==> src/rtl/mandelbrot_pkg.sv <==
// Shared constants and types for the mandelbrot pixel distribution logic.
package mandelbrot_pkg;

  localparam int PIXEL_DATA_WIDTH  = 10;
  localparam int ENGINE_DATA_WIDTH = 25;
  localparam int NUM_ENGINES       = 4;
  localparam int ZOOM_WIDTH        = 3;
  localparam int X_SIZE            = 640;
  localparam int Y_SIZE            = 480;

  typedef enum logic [1:0] {
    ST_IDLE = 2'd0,
    ST_RUN  = 2'd1,
    ST_DONE = 2'd2
  } dist_state_e;

endpackage

==> src/rtl/rr_arbiter.sv <==
// Round-robin arbiter: picks the first eligible request after the pointer.
module rr_arbiter #(
  parameter int NUM_REQ = 4,
  parameter int IDX_W   = 2
) (
  input  logic [NUM_REQ-1:0] req_i,
  input  logic [NUM_REQ-1:0] mask_i,
  input  logic [IDX_W-1:0]   ptr_i,
  output logic [NUM_REQ-1:0] grant_o,
  output logic [IDX_W-1:0]   idx_o,
  output logic               valid_o
);

  logic [NUM_REQ-1:0] eligible;
  int unsigned        pos;

  // Scan from ptr+1 around the ring and take the first eligible requester.
  always_comb begin
    grant_o  = '0;
    idx_o    = '0;
    valid_o  = 1'b0;
    pos      = 0;
    eligible = req_i & ~mask_i;
    for (int unsigned k = 1; k <= NUM_REQ; k++) begin
      pos = (int'(ptr_i) + k) % NUM_REQ;
      if (!valid_o && eligible[pos]) begin
        valid_o      = 1'b1;
        grant_o[pos] = 1'b1;
        idx_o        = IDX_W'(pos);
      end
    end
  end

endmodule

==> src/rtl/pixel_distributor.sv <==
// Hands out frame pixels in raster order to requesting mandelbrot engines,
// one registered grant per cycle, with frame-latched view parameters.
module pixel_distributor #(
  parameter int PIXEL_DATA_WIDTH  = mandelbrot_pkg::PIXEL_DATA_WIDTH,
  parameter int ENGINE_DATA_WIDTH = mandelbrot_pkg::ENGINE_DATA_WIDTH,
  parameter int NUM_ENGINES       = mandelbrot_pkg::NUM_ENGINES,
  parameter int X_SIZE            = mandelbrot_pkg::X_SIZE,
  parameter int Y_SIZE            = mandelbrot_pkg::Y_SIZE
) (
  input  logic                                clk,
  input  logic                                reset,
  input  logic                                start,
  input  logic                                full_queue,
  input  logic signed [ENGINE_DATA_WIDTH-1:0] x_offset_in,
  input  logic signed [ENGINE_DATA_WIDTH-1:0] y_offset_in,
  input  logic [2:0]                          zoom_in,
  input  logic [NUM_ENGINES-1:0]              engine_req,
  output logic [NUM_ENGINES-1:0]              grant,
  output logic [PIXEL_DATA_WIDTH-1:0]         x0_,
  output logic [PIXEL_DATA_WIDTH-1:0]         y0_,
  output logic signed [ENGINE_DATA_WIDTH-1:0] x_offset,
  output logic signed [ENGINE_DATA_WIDTH-1:0] y_offset,
  output logic [2:0]                          zoom,
  output logic                                busy,
  output logic                                frame_done
);

  import mandelbrot_pkg::*;

  localparam int IDX_W = (NUM_ENGINES > 1) ? $clog2(NUM_ENGINES) : 1;
  localparam logic [PIXEL_DATA_WIDTH-1:0] X_LAST = PIXEL_DATA_WIDTH'(X_SIZE - 1);
  localparam logic [PIXEL_DATA_WIDTH-1:0] Y_LAST = PIXEL_DATA_WIDTH'(Y_SIZE - 1);
  localparam logic [IDX_W-1:0]            PTR_RST = IDX_W'(NUM_ENGINES - 1);

  dist_state_e                          state_q, state_d;
  logic [PIXEL_DATA_WIDTH-1:0]          x_cnt_q, x_cnt_d;
  logic [PIXEL_DATA_WIDTH-1:0]          y_cnt_q, y_cnt_d;
  logic [IDX_W-1:0]                     ptr_q, ptr_d;
  logic [NUM_ENGINES-1:0]               grant_q, grant_d;
  logic [PIXEL_DATA_WIDTH-1:0]          x0_q, x0_d;
  logic [PIXEL_DATA_WIDTH-1:0]          y0_q, y0_d;
  logic signed [ENGINE_DATA_WIDTH-1:0]  xoff_q, xoff_d;
  logic signed [ENGINE_DATA_WIDTH-1:0]  yoff_q, yoff_d;
  logic [2:0]                           zoom_q, zoom_d;
  logic                                 fdone_q, fdone_d;

  logic [NUM_ENGINES-1:0] arb_grant;
  logic [IDX_W-1:0]       arb_idx;
  logic                   arb_valid;

  // Last cycle's grant is masked so an engine whose request is still
  // falling cannot be served twice.
  rr_arbiter #(
    .NUM_REQ (NUM_ENGINES),
    .IDX_W   (IDX_W)
  ) u_arb (
    .req_i   (engine_req),
    .mask_i  (grant_q),
    .ptr_i   (ptr_q),
    .grant_o (arb_grant),
    .idx_o   (arb_idx),
    .valid_o (arb_valid)
  );

  // Next-state logic: frame start latching, pixel issue and raster stepping.
  always_comb begin
    state_d = state_q;
    x_cnt_d = x_cnt_q;
    y_cnt_d = y_cnt_q;
    ptr_d   = ptr_q;
    grant_d = '0;
    x0_d    = x0_q;
    y0_d    = y0_q;
    xoff_d  = xoff_q;
    yoff_d  = yoff_q;
    zoom_d  = zoom_q;
    fdone_d = 1'b0;
    case (state_q)
      ST_IDLE: begin
        if (start) begin
          state_d = ST_RUN;
          x_cnt_d = '0;
          y_cnt_d = '0;
          xoff_d  = x_offset_in;
          yoff_d  = y_offset_in;
          zoom_d  = zoom_in;
        end
      end
      ST_RUN: begin
        if (!full_queue && arb_valid) begin
          grant_d = arb_grant;
          x0_d    = x_cnt_q;
          y0_d    = y_cnt_q;
          ptr_d   = arb_idx;
          if (x_cnt_q == X_LAST) begin
            x_cnt_d = '0;
            if (y_cnt_q == Y_LAST) begin
              y_cnt_d = '0;
              state_d = ST_DONE;
            end else begin
              y_cnt_d = y_cnt_q + 1'b1;
            end
          end else begin
            x_cnt_d = x_cnt_q + 1'b1;
          end
        end
      end
      ST_DONE: begin
        fdone_d = 1'b1;
        state_d = ST_IDLE;
      end
      default: state_d = ST_IDLE;
    endcase
  end

  // State and output registers with asynchronous reset.
  always_ff @(posedge clk or posedge reset) begin
    if (reset) begin
      state_q <= ST_IDLE;
      x_cnt_q <= '0;
      y_cnt_q <= '0;
      ptr_q   <= PTR_RST;
      grant_q <= '0;
      x0_q    <= '0;
      y0_q    <= '0;
      xoff_q  <= '0;
      yoff_q  <= '0;
      zoom_q  <= '0;
      fdone_q <= 1'b0;
    end else begin
      state_q <= state_d;
      x_cnt_q <= x_cnt_d;
      y_cnt_q <= y_cnt_d;
      ptr_q   <= ptr_d;
      grant_q <= grant_d;
      x0_q    <= x0_d;
      y0_q    <= y0_d;
      xoff_q  <= xoff_d;
      yoff_q  <= yoff_d;
      zoom_q  <= zoom_d;
      fdone_q <= fdone_d;
    end
  end

  assign grant      = grant_q;
  assign x0_        = x0_q;
  assign y0_        = y0_q;
  assign x_offset   = xoff_q;
  assign y_offset   = yoff_q;
  assign zoom       = zoom_q;
  assign busy       = (state_q == ST_RUN);
  assign frame_done = fdone_q;

endmodule

==> config.mk <==
export PLATFORM = sky130hd
export DESIGN_NAME = pixel_distributor
export DESIGN_NICKNAME = d
export VERILOG_FILES = /design/src/rtl/mandelbrot_pkg.sv /design/src/rtl/rr_arbiter.sv /design/src/rtl/pixel_distributor.sv
export SDC_FILE = /design/constraint.sdc
export NUM_CORES = 1
export LEC_CHECK = 0
export ABC_AREA = 1
export ABC_CLOCK_PERIOD_IN_PS = 3870
export BUFFER_PORTS_ARGS = -buffer_cell sky130_fd_sc_hd__buf_4
export CAP_MARGIN = 30
export CORE_MARGIN = 4
export CORE_UTILIZATION = 47
export CTS_CLUSTER_DIAMETER = 100
export DETAILED_ROUTE_END_ITERATION = 8
export PLACE_DENSITY = 0.78
export SYNTH_ARGS = -nofsm -noshare
export SYNTH_HDL_FRONTEND = slang
export SYNTH_SLANG_ARGS = --single-unit
==> constraint.sdc <==
create_clock -name clk -period 3.87 [get_ports clk]
set_input_delay 1.161 -clock clk [delete_from_list [all_inputs] [get_ports clk]]
set_output_delay 1.161 -clock clk [all_outputs]
set_load 0.005 [all_outputs]
; ---- Word-level counts from Yosys, hierarchy flattened
; Cells that the tools add are included.
[word_totals]
output_inout_bits = 79
register_bits = 102
mem_count = 0
wordCells = 101
ramBits = 0
rom_bits = 0
latch_bits = 0
[op_classes]
reduce_logical = 19
mul = 0
eq_ne = 8
n_shift = 0
n_div = 0
bitwise_logic = 5
n_mux = 44
n_addsub = 6
n_lt_le_gt_ge = 8
[ops]
columns = op, n
row1 = 10-bit 2-to-1 mux, 6
row2 = 10-bit one-hot mux with 2 select lines, 2
row3 = 4-bit 2-to-1 mux, 6
row4 = 10-bit by 1-bit adder with 10-bit output (second input constant), 2
row5 = 2-bit 2-to-1 mux, 8
row6 = 1-bit 2-to-1 mux, 13
row7 = 2-bit by 3-bit < comparator with 1-bit output (second input constant), 4
row8 = 4-bit OR, 3
row9 = 10-bit equality test (second input constant), 1
row10 = 10-bit by 9-bit equality test with 1-bit output (second input constant), 1
row11 = 1-bit binary-select mux with 2-bit select, 4
row12 = 1-bit demux with 2-bit select, 4
row13 = 2-bit by 1-bit greater-or-equal comparator with 1-bit output (second input constant), 4
row14 = 1-bit logical AND, 8
row15 = 4-bit AND reduction, 2
row16 = 2-bit by 1-bit inequality test with 1-bit output (second input constant), 3
row17 = 2-bit by 1-bit adder with 2-bit output (second input constant), 2
row18 = 2-bit adder (second input constant), 2
row19 = 4-bit bitwise AND, 1
row20 = 1-bit logical NOT, 4
row21 = 4-bit NOT, 1
row22 = 2-bit one-hot mux with 2 select lines, 1
row23 = 2-bit AND reduction, 2
row24 = 3-bit AND reduction, 1
row25 = 5 further kinds, 5

; ---- Depth between registers and ports, before layout
[depth]
ltp_word = 17
ltp_mapped = 12
ltp_nobuf = 12

; ---- By module
; Synthesis repeated with hierarchy kept, for this count alone.
[unflattened]
hier_cells = 607
hier_area_um2 = 4932.2
[modules_own_cells]
columns = module, cells_each, area_per_inst_um2, n_inst
row1 = pixel_distributor, 515, 4334.2, 1
row2 = rr_arbiter, 92, 598.1, 1

; ---- Least setup slack after synthesis
; OpenSTA, ideal clock, no wires.
[synth_path]
path_type = input -> register
from = in engine_req[2]
to = reg y_cnt_q[7]
slack_ns = 1.720
arrival_time_ns = 2.033
n_path_buf = 1
path_stages = 9
path_cell_list = nand3_1 nand3_1 nand2_2 nand4_4 nand3_4 nand2_4 buf_8 nand3_1 nand2_1
[synth_via]
elab_chain_cells = 16
elab_cells_between_ends = 22
cone_classes = eq/ne (1) / mux (12) / bitwise (1) / reduce/logical (8)
[synth_rtl]
columns = element, line_no
row1 = start: declaration, pixel_distributor.sv:17  ; input logic [NUM_ENGINES-1:0] engine_req,
row2 = 4-bit bitwise AND (*), rr_arbiter.sv:23  ; eligible = req_i & ~mask_i;
row3 = 1-bit binary-select mux with 2-bit select, rr_arbiter.sv:26  ; if (!valid_o && eligible[pos]) begin
row4 = 1-bit 2-to-1 mux (not written as such), rr_arbiter.sv:26
row5 = 1-bit 2-to-1 mux, rr_arbiter.sv:26
row6 = 1-bit logical NOT, rr_arbiter.sv:26
row7 = 1-bit logical AND, rr_arbiter.sv:26
row8 = 1-bit 2-to-1 mux, rr_arbiter.sv:26
row9 = 1-bit logical NOT, rr_arbiter.sv:26
row10 = 1-bit logical AND, rr_arbiter.sv:26
row11 = 1-bit 2-to-1 mux, rr_arbiter.sv:26
row12 = 1-bit logical NOT, rr_arbiter.sv:26
row13 = 1-bit logical AND, rr_arbiter.sv:26
row14 = 1-bit 2-to-1 mux (*), rr_arbiter.sv:26
row15 = 1-bit logical AND (*), pixel_distributor.sv:90  ; if (!full_queue && arb_valid) begin
row16 = 2-bit by 1-bit inequality test with 1-bit output (no source line) (*), n/a
row17 = 4-bit AND reduction (no source line) (*), n/a
row18 = end signal: assignment, pixel_distributor.sv:133  ; y_cnt_q <= y_cnt_d;
row19 = end: declaration, pixel_distributor.sv:37  ; logic [PIXEL_DATA_WIDTH-1:0] y_cnt_q, y_cnt_d;
; Every way passes the cells marked *; elsewhere a longest branch is shown, timed or not. The select of a mux whose other input is x is not followed.
; A chain may end at the register's enable or synchronous reset.

; ---- Worst setup path after layout
[layout_path]
from = reg state_q[1]
to = out busy
[layout_via]
elab_chain_cells = 1
[layout_rtl]
columns = element, line_no
row1 = start: declaration, pixel_distributor.sv:35  ; dist_state_e state_q, state_d;
row2 = start signal: assignment, pixel_distributor.sv:131  ; state_q <= state_d;
row3 = 2-bit by 1-bit equality test with 1-bit output, pixel_distributor.sv:151  ; assign busy = (state_q == ST_RUN);
row4 = end: declaration, pixel_distributor.sv:24  ; output logic busy,
; No other way between the ends.

==> impl_metrics.yaml <==
finish:
  layout-drive-gt1-share: 0.381
  final_nets: 682
  antenna_cells: 0
  area_delta_synth_final_pct: 30.0
sta:
  fin_ws_ns: 0.896
  fin_worst_skew_ns: 0.0122
  tightest_slew_ns: 0.619
  fmaxAchievable_mhz: 336
  maxSlewViolCount: 0
  rsz0062_at_grt: "no"
  slew_headroom: 0.586
  fin_crit_ns: 2.97
  min_period_over_period: 0.768
  fin_setup_tns_ns: 0
  hold_violations: 0
  setup_viol: 0
hold_path:
  hold_class: "reg2reg"
placement:
  io_buffers: 139
  routabilityCongestion: 0.830
  hpwl_um: 7910
  dp_slack_ns: 0.867
logic_synthesis:
  synth_edf_count: 0
  yosysTopAreaCellShare: 0.529
  syn_nets: 544
  yosysMostFrequentCell: "nand2_1"
  ys.flop_type: "dfrtp_1"
  synth_common_cells: "nand2_1, dfrtp_1, mux2_2"
  synthCells: 473
  syn_area_um2: 4730
  avgSynthCellArea_um2: 10.0
  synth-seq-cells: 102
  synth_top_family_by_area: "simple AND/OR/NAND/NOR gates"
  synth-simple-area-share: 0.197
  synthXorXnorAreaFrac: 0.0130
  ys_seq_area_frac: 0.540
  yosysWarnings: 0
  yosysTopAreaCell: "dfrtp_1"
  async_reset_ff_frac: 1.00
  yosysUniqueCellTypes: 31
  synth_fa_ha_area_frac: 0.0265
  synth_area_leaders: "dfrtp_1, mux2_2, nand2_1"
  synthMuxAreaShare: 0.126
  synth_compound_area_frac: 0.0468
cts:
  clock-root-buffer: "clkbuf_8"
  clock_path_buffers: 2
  cts_hold_buf: 0
  postCtsSetupBuffers: 0
  cts_max_level: 3
  insertion_delay_ns: 0.36
  cts_num_sinks: 102
  cts_tree: "yes"
  path_clk_slew_ns: 0.10
  numCtsBuffers: 9
  cts_resized: 0
global_routing:
  grt_pass1_vias: 3595
  grt_max_degree: 47
  grt_usage: 0.179
  antenna_found_initial: 0
  grt_pass1_wl_um: 16800
  grt_overflow: 0
die:
  die_area_um2: 11700
  die_y_um: 108
  rows: 36
  ioPinCount: 140
  start_util: 0.484
  die_w_um: 108
  core_area_um2: 9770
routing:
  ant_nets: 0
  wire_per_inst_um: 14.3
  num_vias: 3770
  drtPass1Iterations: 4
  drt_iter0_markers: 225
  drt_wl_total_um: 10700
  routed_via_density: 5.03
  drc: 0
job:
  cap_violations: 0
pwr:
  ir_drop_uv: 285
  swShare: 0.367
  p_clk_frac: 0.173
  leakage_nw: 3.04
  internal_power_w: 0.00283
  power.switching_w: 0.00164
  cellPowerDensity_nw_per_um2: 727
  seqPwrFrac: 0.378
  combPwrFrac: 0.448
setup_path:
  worstPathArrival_ns: 1.81
  required_ns: 2.71
  crit_type: "reg2out"
  crit_path_end_kind: "primary output"
  path_max_fanout: 14
  critPathLaunchType: "flop"
status:
  status: "completed"
[stage by stage]
step	hold slack, ns	area, µm²	utilization	total power [W]	std cells
finish	0.458	6150	0.629	0.00447	749
global route	0.513	6150	0.629	0.00478	749
CTS	0.459	6150	0.629	0.00450	749
detailed placement	0.445	5910	0.605	0.00373	733
global placement	0.431	5880	0.602	0.00365	732
floorplan	0.423	4730	-	0.00291	473
[critical path: stages (launching register included)]
cell     delay [ns]
dfrtp_1        0.39
inv_1          0.07
nand2_1        0.29
inv_1          0.50
buf_4          0.20
[state kept, by name, summed over array words and instances, names as in the netlist]
register and cells:
frame_done 1, grant 4, ptr_q 2, state_q 2
x0_ 10, x_cnt_q 10, x_offset 25, y0_ 10
y_cnt_q 10, y_offset 25, zoom 3
[area by class of cell]
cell class / count / area, µm²
inverters: 40 / 153
fillers: 806 / 3630
repair buffers: 142 / 1100
multi-input cells: 316 / 1940
clock buffers: 10 / 138
well taps: 133 / 166
clock inverters: 6 / 98.8
flip-flops and latches: 102 / 2550
[power groups by stage]
| stage | combinational [W] | clock [W] | sequential, W |
|---|---|---|---|
| final | 0.00200 | 0.000775 | 0.00169 |
| after global routing | 0.00220 | 0.000839 | 0.00174 |
| after CTS | 0.00202 | 0.000791 | 0.00169 |
| after detailed placement | 0.00201 | 0 | 0.00172 |
| after global placement | 0.00196 | 0 | 0.00169 |
| after floorplan | 0.00120 | 0 | 0.00171 |
[worst paths after layout]
check / depth (start not counted) / start / endpoint / slack (ns)
setup / recovery: 4 / state_q[1] / busy / 0.90
hold / removal: 1 / state_q[0] / frame_done / 0.46
setup reg to reg: 11 / ptr_q[1] / y_cnt_q[6] / 0.98
hold reg to reg: 1 / state_q[0] / frame_done / 0.46
max in group asynchronous: 4 / reset / x_cnt_q[1] / 2.15
min in group asynchronous: 2 / reset / x_offset[20] / 0.86
[cells by family after synthesis]
kind of cell             count (synthesis)
XOR/XNOR                                 7
AO/OA/AOI/OAI                           39
buffers and inverters                   55
multiplexers                            53
flip-flops                             102
AND/OR/NAND/NOR                        207
adder cells (fa/ha/maj)                 10
[metal layers]
| metal | wire length, µm | global-route usage |
|---|---|---|
| met1 | 4560 | 0.237 |
| met2 | 5280 | 0.299 |
| met3 | 668 | 0.0322 |
| met4 | 176 | 0.0586 |
| met5 | 0 | 0 |
[layout by cell type, fill, tap and decap left out, drive strengths merged, types with 10 or more instances in the layout]
master	count
dfrtp	100
o21ai	26
ha	10
buf	142
nand2	113
mux2	53
nand3	45
inv	43
clkbuf	10
a21oi	11
nor2	30
nor3	11
Note: power is estimated with default switching activity, not from simulation.
